--- src/rtl/inj_pkg.sv ---
// Shared definitions for the injection sequencer: FSM states, LFSR polynomial,
// and the bit positions of the target stimulus and response buses.
package inj_pkg;

    typedef enum logic [2:0] {
        ST_IDLE,
        ST_INIT,
        ST_RUN,
        ST_DRAIN,
        ST_DONE
    } state_t;

    localparam logic [7:0] LFSR_MASK = 8'hB8;

    localparam int IN_A = 5;
    localparam int IN_B = 4;
    localparam int IN_C = 3;
    localparam int IN_D = 2;
    localparam int IN_E = 1;
    localparam int IN_F = 0;

    localparam int Y_1 = 1;
    localparam int Y_2 = 0;

    // One step of the right-shifting Galois LFSR for x^8+x^6+x^5+x^4+1.
    function automatic logic [7:0] lfsr_next(input logic [7:0] cur);
        logic [7:0] shifted;
        shifted = {1'b0, cur[7:1]};
        return cur[0] ? (shifted ^ LFSR_MASK) : shifted;
    endfunction

endpackage

--- src/rtl/injection_golden_model.sv ---
// Reference model of the injection target: two sticky/gated flags that the
// sequencer compares against the real target's response one cycle later.
module injection_golden_model
    import inj_pkg::*;
(
    input  logic       clk,
    input  logic       clear,
    input  logic       enable,
    input  logic [5:0] stim,
    output logic [1:0] y
);

    logic g1;
    logic g2;

    always_ff @(posedge clk) begin
        if (clear) begin
            g1 <= 1'b0;
            g2 <= 1'b0;
        end else if (enable) begin
            g1 <= (g1 | stim[IN_A] | stim[IN_B]) & stim[IN_C];
            g2 <= (g2 | ~stim[IN_D]) & (stim[IN_E] | ~stim[IN_F]);
        end
    end

    always_comb begin
        y      = '0;
        y[Y_1] = g1;
        y[Y_2] = g2;
    end

endmodule

--- src/rtl/injection_sequencer.sv ---
// Drives an LFSR vector stream into a target under test, checks its response
// against a golden model with one cycle of latency, and reports mismatches.
module injection_sequencer
    import inj_pkg::*;
#(
    parameter int W_CNT = 8
) (
    input  logic             clk,
    input  logic             rst,
    input  logic             start,
    input  logic [7:0]       seed,
    input  logic [7:0]       n_vec,
    output logic             dut_rstn,
    output logic [5:0]       dut_in,
    input  logic [1:0]       dut_y,
    output logic             busy,
    output logic             done,
    output logic [W_CNT-1:0] err_cnt,
    output logic [7:0]       first_err_idx,
    output logic             pass
);

    state_t     state;
    state_t     state_next;
    logic [7:0] lfsr;
    logic [7:0] idx;
    logic [7:0] last_idx;
    logic [7:0] cmp_idx;
    logic [1:0] gold_y;
    logic       run_en;
    logic       compare_en;
    logic       mismatch;

    always_ff @(posedge clk) begin
        if (rst) begin
            state <= ST_IDLE;
        end else begin
            state <= state_next;
        end
    end

    always_comb begin
        state_next = state;
        case (state)
            ST_IDLE:  if (start) state_next = ST_INIT;
            ST_INIT:  state_next = ST_RUN;
            ST_RUN:   if (idx == last_idx) state_next = ST_DRAIN;
            ST_DRAIN: state_next = ST_DONE;
            ST_DONE:  state_next = ST_IDLE;
            default:  state_next = ST_IDLE;
        endcase
    end

    // Vector i's response arrives in the cycle after it is applied, so the
    // first RUN cycle has nothing to compare and DRAIN checks the last one.
    assign run_en     = (state == ST_RUN);
    assign compare_en = (run_en && (idx != 8'd0)) || (state == ST_DRAIN);
    assign mismatch   = compare_en && (dut_y != gold_y);

    // last_idx wraps n_vec=0 to 255, giving a 256-vector run.
    always_ff @(posedge clk) begin
        if (rst) begin
            lfsr     <= 8'h01;
            idx      <= 8'd0;
            last_idx <= 8'd0;
            cmp_idx  <= 8'd0;
        end else begin
            case (state)
                ST_IDLE: begin
                    if (start) begin
                        lfsr     <= (seed == 8'h00) ? 8'h01 : seed;
                        last_idx <= n_vec - 8'd1;
                    end
                end
                ST_INIT: begin
                    idx     <= 8'd0;
                    cmp_idx <= 8'd0;
                end
                ST_RUN: begin
                    lfsr    <= lfsr_next(lfsr);
                    cmp_idx <= idx;
                    if (idx != last_idx) begin
                        idx <= idx + 8'd1;
                    end
                end
                default: begin
                end
            endcase
        end
    end

    // A saturated counter never returns to zero, so err_cnt==0 marks the first miss.
    always_ff @(posedge clk) begin
        if (rst || (state == ST_INIT)) begin
            err_cnt       <= '0;
            first_err_idx <= 8'd0;
        end else if (mismatch) begin
            if (err_cnt != {W_CNT{1'b1}}) begin
                err_cnt <= err_cnt + W_CNT'(1);
            end
            if (err_cnt == '0) begin
                first_err_idx <= cmp_idx;
            end
        end
    end

    injection_golden_model u_golden (
        .clk    (clk),
        .clear  (rst || (state == ST_INIT)),
        .enable (run_en),
        .stim   (dut_in),
        .y      (gold_y)
    );

    assign dut_rstn = ~(rst || (state == ST_INIT));
    assign dut_in   = run_en ? lfsr[5:0] : 6'd0;
    assign busy     = (state == ST_INIT) || (state == ST_RUN) || (state == ST_DRAIN);
    assign done     = (state == ST_DONE);
    assign pass     = (err_cnt == '0);

endmodule

--- config.mk ---
export PLATFORM = sky130hd
export DESIGN_NAME = injection_sequencer
export DESIGN_NICKNAME = d
export VERILOG_FILES = /design/src/rtl/inj_pkg.sv /design/src/rtl/injection_golden_model.sv /design/src/rtl/injection_sequencer.sv
export SDC_FILE = /design/constraint.sdc
export NUM_CORES = 1
export LEC_CHECK = 0
export CORE_MARGIN = 2
export CORE_UTILIZATION = 30
export DETAILED_ROUTE_END_ITERATION = 6
export PLACE_DENSITY = 0.56
export SLEW_MARGIN = 15
export SYNTH_ARGS = -nofsm -noshare
export SYNTH_HDL_FRONTEND = slang
export SYNTH_SLANG_ARGS = --single-unit
--- constraint.sdc ---
create_clock -name clk -period 2.35 [get_ports clk]
set_input_delay 0.47 -clock clk [delete_from_list [all_inputs] [get_ports clk]]
set_output_delay 0.47 -clock clk [all_outputs]
set_load 0.01 [all_outputs]
Word level (Yosys, flattened, before mapping)
Cells that the tools add are included.
Operators by class
  muxes and demuxes: 11
  div/mod/pow operators: 0
  add/subtract/negate cells: 3
  shifts and indexed selects: 0
  equal/unequal tests: 11
  reduce and logical (&&, ||, !) cells: 18
  $mul: 0
  bitwise operators: 10
  order comparisons: 0
Operators by type and width (number)
  8-bit case mux with 2 select lines: 3
  8-bit 2-to-1 mux: 4
  8-bit by 1-bit adder with 8-bit output, second input constant: 2
  8-bit logical NOT: 2
  3-bit case mux with 4 select lines: 1
  2-bit AND reduction: 6
  8-bit equality test: 1
  8-bit inequality test: 1
  8-bit inequality test, second input constant: 1
  8-bit nonzero test: 1
  8-bit by 1-bit subtractor with 8-bit output, second input constant: 1
  3-bit by 2-bit equality test with 1-bit output, second input constant: 2
  3-bit 2-to-1 mux: 2
  6-bit 2-to-1 mux: 1
  1-bit logical OR: 4
  2-bit by 1-bit inequality test with 1-bit output, second input constant: 2
  3-bit NOT with 4-bit output: 1
  1-bit OR: 4
  2-bit nonzero test: 2
  3-bit by 1-bit equality test with 1-bit output, second input constant: 1
  3-bit equality test, second input constant: 1
  3-bit logical NOT: 1
  1-bit NOT: 3
  1-bit AND: 2
  other kinds (3): 4
Word-level totals
  bits in read-only memories: 0
  output and inout port bits: 26
  memory bits (writable): 0
  latch bits: 0
  logic and storage cells: 62
  flip-flop bits (word level): 53
  memories: 0

Depth between registers and ports, before layout
Gate-level depths: netlist of run 1.
  depth after elaboration: 5
  depth in mapped cells: 8
  mapped depth without buffers: 7

Modules after synthesis
A second synthesis of run 1 with hierarchy kept.
Unflattened totals
  cell total of the unflattened synthesis: 318
  area total of the unflattened synthesis: 2658.8 sq um
By module, submodules not included
  injection_sequencer: instances 1, cells each 306, area an instance 2551.2 sq um, seq. area each 1021.0 sq um
  injection_golden_model: instances 1, cells each 12, area an instance 107.6 sq um, seq. area each 40.0 sq um

Worst setup path before layout of run 1
OpenSTA, ideal clock, no wires.
  path kind: register to register
  start: reg err_cnt[0]
  end: reg first_err_idx[6]
  clock period less this slack: 1988 ps
  arrival: 1914 ps
  slack: 362 ps
  stages on the path, launching flop included: 9
  setup time: 74 ps
  required time: 2276 ps
  path through: dfxtp_1 > inv_1 > ha_1 > or4b_4 > nor4_4 > nor4b_4 > buf_6 > nand3_1 > o21ai_0
On the way
  longest elaborated chain between the ends: 2
RTL lines
  from (decl): RTL line injection_sequencer.sv:18  | output logic [W_CNT-1:0] err_cnt,
  from (signal assigned): RTL line injection_sequencer.sv:99  | err_cnt <= err_cnt + W_CNT'(1);
  8-bit logical NOT
  named net pass: RTL line injection_sequencer.sv:20  | output logic pass
  2-bit AND reduction (no source line)
  to (signal assigned): RTL line injection_sequencer.sv:102  | first_err_idx <= cmp_idx;
  to (decl): RTL line injection_sequencer.sv:19  | output logic [7:0] first_err_idx,
The timed path passes the listed nets, and every way through them passes these cells.
A chain may end at the register's enable or synchronous reset.

Worst setup path in the final report of run 1
  start: reg state[2]
  end: out dut_in[5]
On the way
  longest elaborated chain between the ends: 2
RTL lines
  from (decl): RTL line injection_sequencer.sv:23  | state_t state;
  from (signal assigned): RTL line injection_sequencer.sv:38  | state <= state_next;
  3-bit by 2-bit equality test with 1-bit output: RTL line injection_sequencer.sv:56  | assign run_en = (state == ST_RUN);
  6-bit 2-to-1 mux: RTL line injection_sequencer.sv:116  | assign dut_in = run_en ? lfsr[5:0] : 6'd0;
  to (decl): RTL line injection_sequencer.sv:14  | output logic [5:0] dut_in,
No other way between the ends.

==> impl_metrics.yaml, run 1 <==
floorplan:
  die_h_microns: 97.3
  core_area_sq_um: 8590
  io-pin-count: 47
  rows: 34
  die-area_sq_um: 9470
  start_util_pct: 30.4
  dieWidth_microns: 97.3
placement:
  routabilityCongestion: 0.783
  dpl_worst_slack_ns: 0.104
  place_area_sq_um: 3280
  hpwlAfterDp_microns: 4490
  io_buffers: 46
power:
  pwr-share-comb_pct: 18.3
  switchingPower_w: 0.000540
  clkPwrFrac_pct: 32.3
  ir_worst_vdd_mv: 0.333
  powerDensity_nw_per_um2: 570
  p_sw_share_pct: 27.5
  p_int_w: 0.00143
  power_w: 0.00197
  p_leak_nw: 1.26
  power_frac_seq_pct: 49.4
setup_path:
  critPathRequiredTime_ns: 1.88
  cp_data_arrival_time_ns: 1.77
  worstPathCellList: "nand2b_1, nor2_4, buf_12, and2_1, clkdlybuf4s50_1"
  max_stage_delay_ns: 0.53
  critPathKind: "register to primary output"
  critPathCaptureType: "primary output"
  worst_setup_path_start_kind: "register"
  cp_top_family: "buffers and inverters"
  critPathBufInv: 2
  path_max_fanout: 11
  critPathSlowestCell: "clkdlybuf4s50_1"
logic_synthesis:
  syn_nets: 336
  yosysTopAreaCell: "dfxtp_1"
  synth_top_area_share_pct: 40.6
  avgSynthCellArea_sq_um: 8.43
  synth.most_common_cell: "dfxtp_1"
  synth_seq_cells: 53
  synth.area.top_cells: "dfxtp_1 (41%), xnor2_1 (6.7%), nor2_1 (5.7%), nand2_1 (4.3%), a211oi_1 (3.2%)"
  synth_area_sq_um: 2610
  synth-async-reset-ratio_pct: 0
  synthDistinctLibCells: 45
  synth_edf_count: 0
  synth-warning-count: 0
  synth_commonest_cells: "dfxtp_1 (53), nor2_1 (40), nand2_1 (30)"
  synth_flop_cell: "dfxtp_1"
  synth-seq-area-share_pct: 40.6
  netlist_instances: 310
route:
  vias_per_cell: 4.87
  vias: 2302
  dr.first_iter.drc_count: 81
  wire_per_inst_microns: 13.1
  ant_nets: 0
  routed_wl_microns: 6210
  first_pass_iters: 4
  drc_errors: 0
grt:
  use_met2_pct: 21.5
  grt_pass1_vias: 2132
  met3_usage_pct: 2.45
  grt_start_max_net_pins: 33
  grt-busiest-layer: "met2"
  antenna_found_initial: 0
  grt_pass1_wl_microns: 10300
  groute.usage.overall_pct: 13.2
  met1_usage_pct: 18.3
  grt_overflow_total: 0
timing:
  relSlewSlack_pct: 68.3
  max_freq_mhz: 447
  period_share_pct: 95.2
  finalHoldViolCount: 0
  setup_viol: 0
  fin_crit_ns: 2.24
  tns_ns: 0
  finalMaxSlewViolations: 0
  final.setup_skew_ns: 0.00331
  tightest_slew_ns: 0.475
  grt_setup_unrepaired: "no"
  worst_slack_ns: 0.112
clock_tree:
  clock-sinks: 53
  htree_levels: 2
  cts_hold_buf: 0
  cts_buffers: 5
  clk_pin_slew_ns: 0.10
  insertion_delay_ns: 0.31
  cts_tree: "built"
  cts_root_buffer: "clkbuf_8"
  cts.path.max_buffers: 2
layout:
  final_util_pct: 40.1
  fin_area_sq_um: 3450
  multi_input_area_sq_um: 1420
  n_antenna_cell: 0
  drive_above_1_share_pct: 11.0
  syn2layout_area_growth_pct: 31.9
  regArea_sq_um: 1060
  nFillCells: 884
  finalNetCount: 390
hold_path:
  worstHoldPathType: "register to register"
run_status:
  status: "finished clean"
job:
  drv_cap: 0
[through the flow]
step,hold slack (ns),cells
4_1_cts,0.468,471
3_5_place_dp,0.452,463
3_3_place_gp,0.452,463
2_1_floorplan,0.436,310
6_report,0.461,473
5_1_grt,0.489,473
[path summary, 6_finish.rpt]
check,startpoint,endpoint,slack [ns],depth (start not counted)
setup / recovery,state[2],dut_in[5],0.11,5
hold / removal,first_err_idx[0],first_err_idx[0],0.46,2
setup reg to reg,idx[1],first_err_idx[7],0.41,8
hold reg to reg,first_err_idx[0],first_err_idx[0],0.46,2
[repair_timing]
item                       in CTS  in global routing
setup endpoints to repair       5                  7
setup buffers                   0                  1
cloned                          0                  1
hold endpoints to repair        0                  0
pin swaps                       0                  1
resized for setup               3                  8
[area by class of cell]
type	count	area share, %
clock inverters	3	1.34
inverters	13	1.42
flip-flops and latches	53	30.9
clock buffers	5	2.00
well taps	108	3.92
repair buffers	67	19.3
multi-input cells	224	41.2
[worst min-delay path, delay by kind of cell, from the launching register on]
kind,cells,cell delay (ns)
flops,1,0.32
simple gates,1,0.05
compound gates,1,0.06
[sequential cells by signal (all words and copies together), names as in the netlist]
signal / flops
idx: 8
err_cnt: 8
u_golden.g1: 1
cmp_idx: 8
state: 3
first_err_idx: 8
lfsr: 8
last_idx: 8
u_golden.g2: 1
[power groups by stage]
stage          clock, W  sequential (W)  combinational (W)
3_5_place_dp          0        0.000991           0.000350
3_3_place_gp          0        0.000990           0.000345
4_1_cts        0.000652        0.000971           0.000351
2_1_floorplan         0        0.000980           0.000214
5_1_grt        0.000679        0.000978           0.000400
6_report       0.000634        0.000971           0.000360
[cells by family after synthesis]
logic type / synth area share, %
simple gates: 25.7
compound gates: 16.1
flops: 40.6
buf+inv: 5.70
xor+xnor: 8.38
fa+ha+maj: 2.39
mux: 1.15
[cells in the final DEF (no fill, tap or decap), types with 4 or more instances in the layout]
cell | synthesis | layout
dfxtp_1 | 53 | 51
ha_1 | 5 | 5
xnor2_1 | 20 | 20
a211oi_1 | 11 | 11
a22oi_1 | 7 | 7
nand2_1 | 30 | 30
a21oi_1 | 13 | 13
dlymetal6s2s_1 | 0 | 4
clkbuf_8 | 0 | 5
inv_1 | 13 | 13
nor3_1 | 5 | 5
nor4_1 | 5 | 5
nand3_1 | 16 | 16
o21ai_0 | 16 | 16
clkdlybuf4s50_1 | 0 | 41
and2_1 | 7 | 7
or4_1 | 6 | 6
nor2_1 | 40 | 39
xor2_1 | 5 | 5
buf_4 | 0 | 18
[per-layer routing]
metal / up-vias / wire length [microns]
met4: 0 / 56
met5: - / 0
met3: 6 / 235
li1: 1195 / -
met1: 1052 / 3180
met2: 49 / 2740
Note: power is estimated with default switching activity, not from simulation.
==> run 2: changes to the inputs <==
Settings changed: CORE_UTILIZATION 30 to 52, PLACE_DENSITY 0.56 to 0.84, SKIP_CTS_REPAIR_TIMING set to 1.
Clock period 2.35 ns to 2.5 ns, I/O delays scaled along.
==> impl_metrics.yaml, run 2 (synthesized netlist as in run 1, its figures left out) <==
run_status:
  status: "finished clean"
setup_path:
  path_max_fanout: 11
  worstPathCellList: "nand2b_2, nor2_2, buf_6, nand2_1, inv_1, clkdlybuf4s50_1"
  r2r_start: "idx[1]"
  critPathCaptureType: "primary output"
  critPathSlowestCell: "clkdlybuf4s50_1"
  cp_top_family: "buffers and inverters"
  cp_data_arrival_time_ns: 1.91
  critPathBufInv: 3
  critPathKind: "register to primary output"
  critPathRequiredTime_ns: 2.00
  worst_setup_path_start_kind: "register"
  max_stage_delay_ns: 0.53
  startpoint: "state[2]"
route:
  wire_per_inst_microns: 13.8
  vias_per_cell: 5.58
  dr.first_iter.drc_count: 153
  drc_errors: 0
  vias: 2364
  first_pass_iters: 4
  ant_nets: 0
  routed_wl_microns: 5850
placement:
  routabilityCongestion: 0.849
  place_area_sq_um: 3150
  hpwlAfterDp_microns: 4040
  io_buffers: 46
clock_tree:
  clk_pin_slew_ns: 0.10
  cts_root_buffer: "clkbuf_8"
  cts_buffers: 5
  cts.path.max_buffers: 2
  cts_tree: "built"
  insertion_delay_ns: 0.31
  clock-sinks: 53
  htree_levels: 2
layout:
  syn2layout_area_growth_pct: 25.8
  n_antenna_cell: 0
  final_cell_mix: "dfxtp_1 (53), clkdlybuf4s50_1 (45), nor2_1 (39)"
  nFillCells: 401
  layout_commonest_cell: "dfxtp_1"
  final_util_pct: 68.7
  finalNetCount: 382
  fin_area_sq_um: 3290
  drive_above_1_share_pct: 8.40
timing:
  max_freq_mhz: 415
  final.setup_skew_ns: 0.0108
  tns_ns: 0
  period_share_pct: 96.3
  finalHoldViolCount: 0
  fin_crit_ns: 2.41
  finalMaxSlewViolations: 0
  setup_viol: 0
  relSlewSlack_pct: 56.0
  tightest_slew_ns: 0.658
floorplan:
  io-pin-count: 47
  die-area_sq_um: 5610
  core_area_sq_um: 4790
  die_h_microns: 74.9
  dieWidth_microns: 74.9
  start_util_pct: 54.6
  rows: 25
grt:
  antenna_found_initial: 0
  grt_pass1_vias: 2120
  grt_pass1_wl_microns: 9450
  groute.usage.overall_pct: 21.5
  use_met2_pct: 38.1
  grt_start_max_net_pins: 33
  met3_usage_pct: 4.02
  grt_overflow_total: 0
  grt-busiest-layer: "met2"
  met1_usage_pct: 26.7
power:
  power_w: 0.00181
  p_leak_nw: 1.14
  powerDensity_nw_per_um2: 552
  ir_worst_vdd_mv: 0.471
job:
  drv_cap: 0
hold_path:
  worstHoldStart: "first_err_idx[0]"
  worstHoldPathType: "register to register"
==> run 2: cell types whose count changed in the layout (fill, tap and decap cells not counted), moves of 2 or more <==
cell	change
buf_12	-2
buf_4	-7
clkdlybuf4s50_1	+4
dfxtp_1	+2
dfxtp_2	-2
dlymetal6s2s_1	-3
==> run 2: cell type report <==
class | instances | area [sq um] | share of cell area [%]
multi-input cells | 224 | 1420 | 43.1
clock inverters | 3 | 46.3 | 1.41
inverters | 13 | 48.8 | 1.48
clock buffers | 5 | 68.8 | 2.09
well taps | 67 | 83.8 | 2.55
flip-flops and latches | 53 | 1060 | 32.3
repair buffers | 59 | 562 | 17.1
==> run 2: per-stage QoR <==
stage / hold WS [ns] / cells / setup slack [ns]
2_1_floorplan: 0.436 / 310 / 0.512
3_3_place_gp: 0.447 / 414 / 0.268
3_5_place_dp: 0.454 / 414 / 0.242
4_1_cts: 0.466 / 422 / -0.0965
5_1_grt: 0.493 / 424 / -0.0152
6_report: 0.461 / 424 / 0.0921
==> run 2: final timing paths <==
kind	slack [ns]	endpoint	cells after the start
min	0.46	first_err_idx[0]	2
max	0.09	dut_in[0]	6
max reg2reg	0.53	first_err_idx[3]	8
min reg2reg	0.46	first_err_idx[0]	2
==> run 2: tightest hold or removal path, cell delays in order, from the launching register on <==
cell and delay, ns:
dfxtp_1 0.32, nand2_1 0.05, o21ai_0 0.05
==> run 2: where the power goes <==
part	total, W	switching (W)	leakage [nW]	internal, W
combinational	0.000314	0.000172	0.656	0.000142
clock	0.000585	0.000285	0.0543	0.000300
sequential	0.000914	0.0000345	0.431	0.000880
total	0.00181	0.000492	1.14	0.00132
==> run 2: metal layers <==
| layer | wire length, microns | vias up |
|---|---|---|
| met1 | 2560 | 1096 |
| met2 | 2840 | 82 |
| met4 | 59 | 0 |
| met3 | 386 | 8 |
| met5 | 0 | - |
| li1 | - | 1178 |
==> run 3: changes to the inputs <==
Settings changed: CORE_UTILIZATION 52 to 60, DONT_BUFFER_PORTS set to 1, PLACE_DENSITY 0.84 to 0.81.
==> impl_metrics.yaml, run 3 (synthesized netlist as in run 1, its figures left out) <==
timing:
  tns_ns: 0
  setup_viol: 0
  tightest_slew_ns: 0.561
  finalHoldViolCount: 0
  finalMaxSlewViolations: 0
  relSlewSlack_pct: 62.6
  fin_crit_ns: 2.17
  grt_setup_unrepaired: "no"
  max_freq_mhz: 461
  period_share_pct: 86.7
  final.setup_skew_ns: 0.0108
route:
  dr.first_iter.drc_count: 178
  routed_wl_microns: 5290
  vias: 2123
  first_pass_iters: 4
  wire_per_inst_microns: 14.9
  ant_nets: 0
  vias_per_cell: 5.96
  drc_errors: 0
clock_tree:
  clk_pin_slew_ns: 0.09
  htree_levels: 2
  insertion_delay_ns: 0.31
  cts_buffers: 5
  clock-sinks: 53
  cts_root_buffer: "clkbuf_8"
  cts.path.max_buffers: 2
  cts_tree: "built"
setup_path:
  critPathCaptureType: "primary output"
  regToRegSetupSlack_ns: 0.39
  worst_setup_path_start_kind: "register"
  path_max_fanout: 6
  cp_data_arrival_time_ns: 1.67
  critPathRequiredTime_ns: 2.00
  critPathKind: "register to primary output"
layout:
  regArea_sq_um: 1060
  multi_input_area_sq_um: 1410
  final_cell_mix: "dfxtp_1 (53), nor2_1 (40), nand2_1 (30)"
  syn2layout_area_growth_pct: 5.46
  finalNetCount: 331
  drive_above_1_share_pct: 7.19
  nFillCells: 353
  n_antenna_cell: 0
  layout_commonest_cell: "dfxtp_1"
  final_util_pct: 67.4
power:
  powerDensity_nw_per_um2: 627
  p_leak_nw: 0.948
  ir_worst_vdd_mv: 0.384
floorplan:
  io-pin-count: 47
  rows: 23
  die-area_sq_um: 4900
  dieWidth_microns: 70.0
  start_util_pct: 63.9
  core_area_sq_um: 4090
  die_h_microns: 70.0
placement:
  hpwlAfterDp_microns: 3710
  io_buffers: 0
  routabilityCongestion: 0.841
run_status:
  status: "finished clean"
grt:
  grt_start_max_net_pins: 34
  grt_pass1_vias: 1922
  grt_pass1_wl_microns: 8800
  antenna_found_initial: 0
  groute.usage.overall_pct: 22.2
  grt_overflow_total: 0
hold_path:
  worstHoldPathType: "input pin to register"
job:
  drv_cap: 0
run 3: cell types whose count changed in the layout (fill, tap and decap cells not counted):
cell	change
clkdlybuf4s50_1	-45
buf_4	-3
buf_2	-1
buf_6	-1
clkbuf_1	+1
clkinvlp_4	-1
dlymetal6s2s_1	-1
nand2b_1	+1
nand2b_2	-1
nor2_1	+1
nor2_2	-1
run 3: final cells by class:
cell class                      instances  area share, %
Multi-Input combinational cell        224           51.2
Sequential cell                        53           38.5
Clock buffer                            6           2.63
Tap cell                               50           2.27
Timing Repair Buffer                    8           2.18
Inverter                               13           1.77
Clock inverter                          2           1.41
run 3: through the flow:
stage | power, W | std cells | worst slack [ns] | cell area (sq um) | hold WS [ns]
floorplan | 0.00112 | 310 | 0.512 | 2610 | 0.436
global placement | 0.00117 | 348 | 0.515 | 2640 | 0.442
detailed placement | 0.00117 | 348 | 0.418 | 2640 | 0.443
CTS | 0.00174 | 356 | 0.333 | 2760 | 0.243
global route | 0.00181 | 356 | 0.238 | 2760 | 0.229
finish | 0.00173 | 356 | 0.332 | 2760 | 0.253
run 3: metal layers:
layer / wire (microns) / global-route usage (%) / vias up
met4: 38 / 5.98 / 0
met2: 2510 / 37.4 / 86
li1: - / - / 1074
met3: 448 / 7.07 / 4
met1: 2300 / 27.3 / 959
met5: 0 / 0 / -
run 3: worst paths after layout:
check,start,end,cells past startpoint
worst max-delay path,err_cnt[0],pass,4
worst max register to register,err_cnt[0],first_err_idx[5],8
worst min-delay path,rst,idx[3],1
worst min register to register,cmp_idx[5],cmp_idx[5],2
run 3: worst max-delay path: stages, from the launching register on:
cell     delay, ns
dfxtp_1       0.42
inv_1         0.09
ha_1          0.14
or4b_4        0.46
nor4_4        0.25
run 3: report_power, final:
group	internal [W]	switching, W
sequential	0.000880	0.0000363
combinational	0.0000968	0.000142
clock	0.000301	0.000271
total	0.00128	0.000450
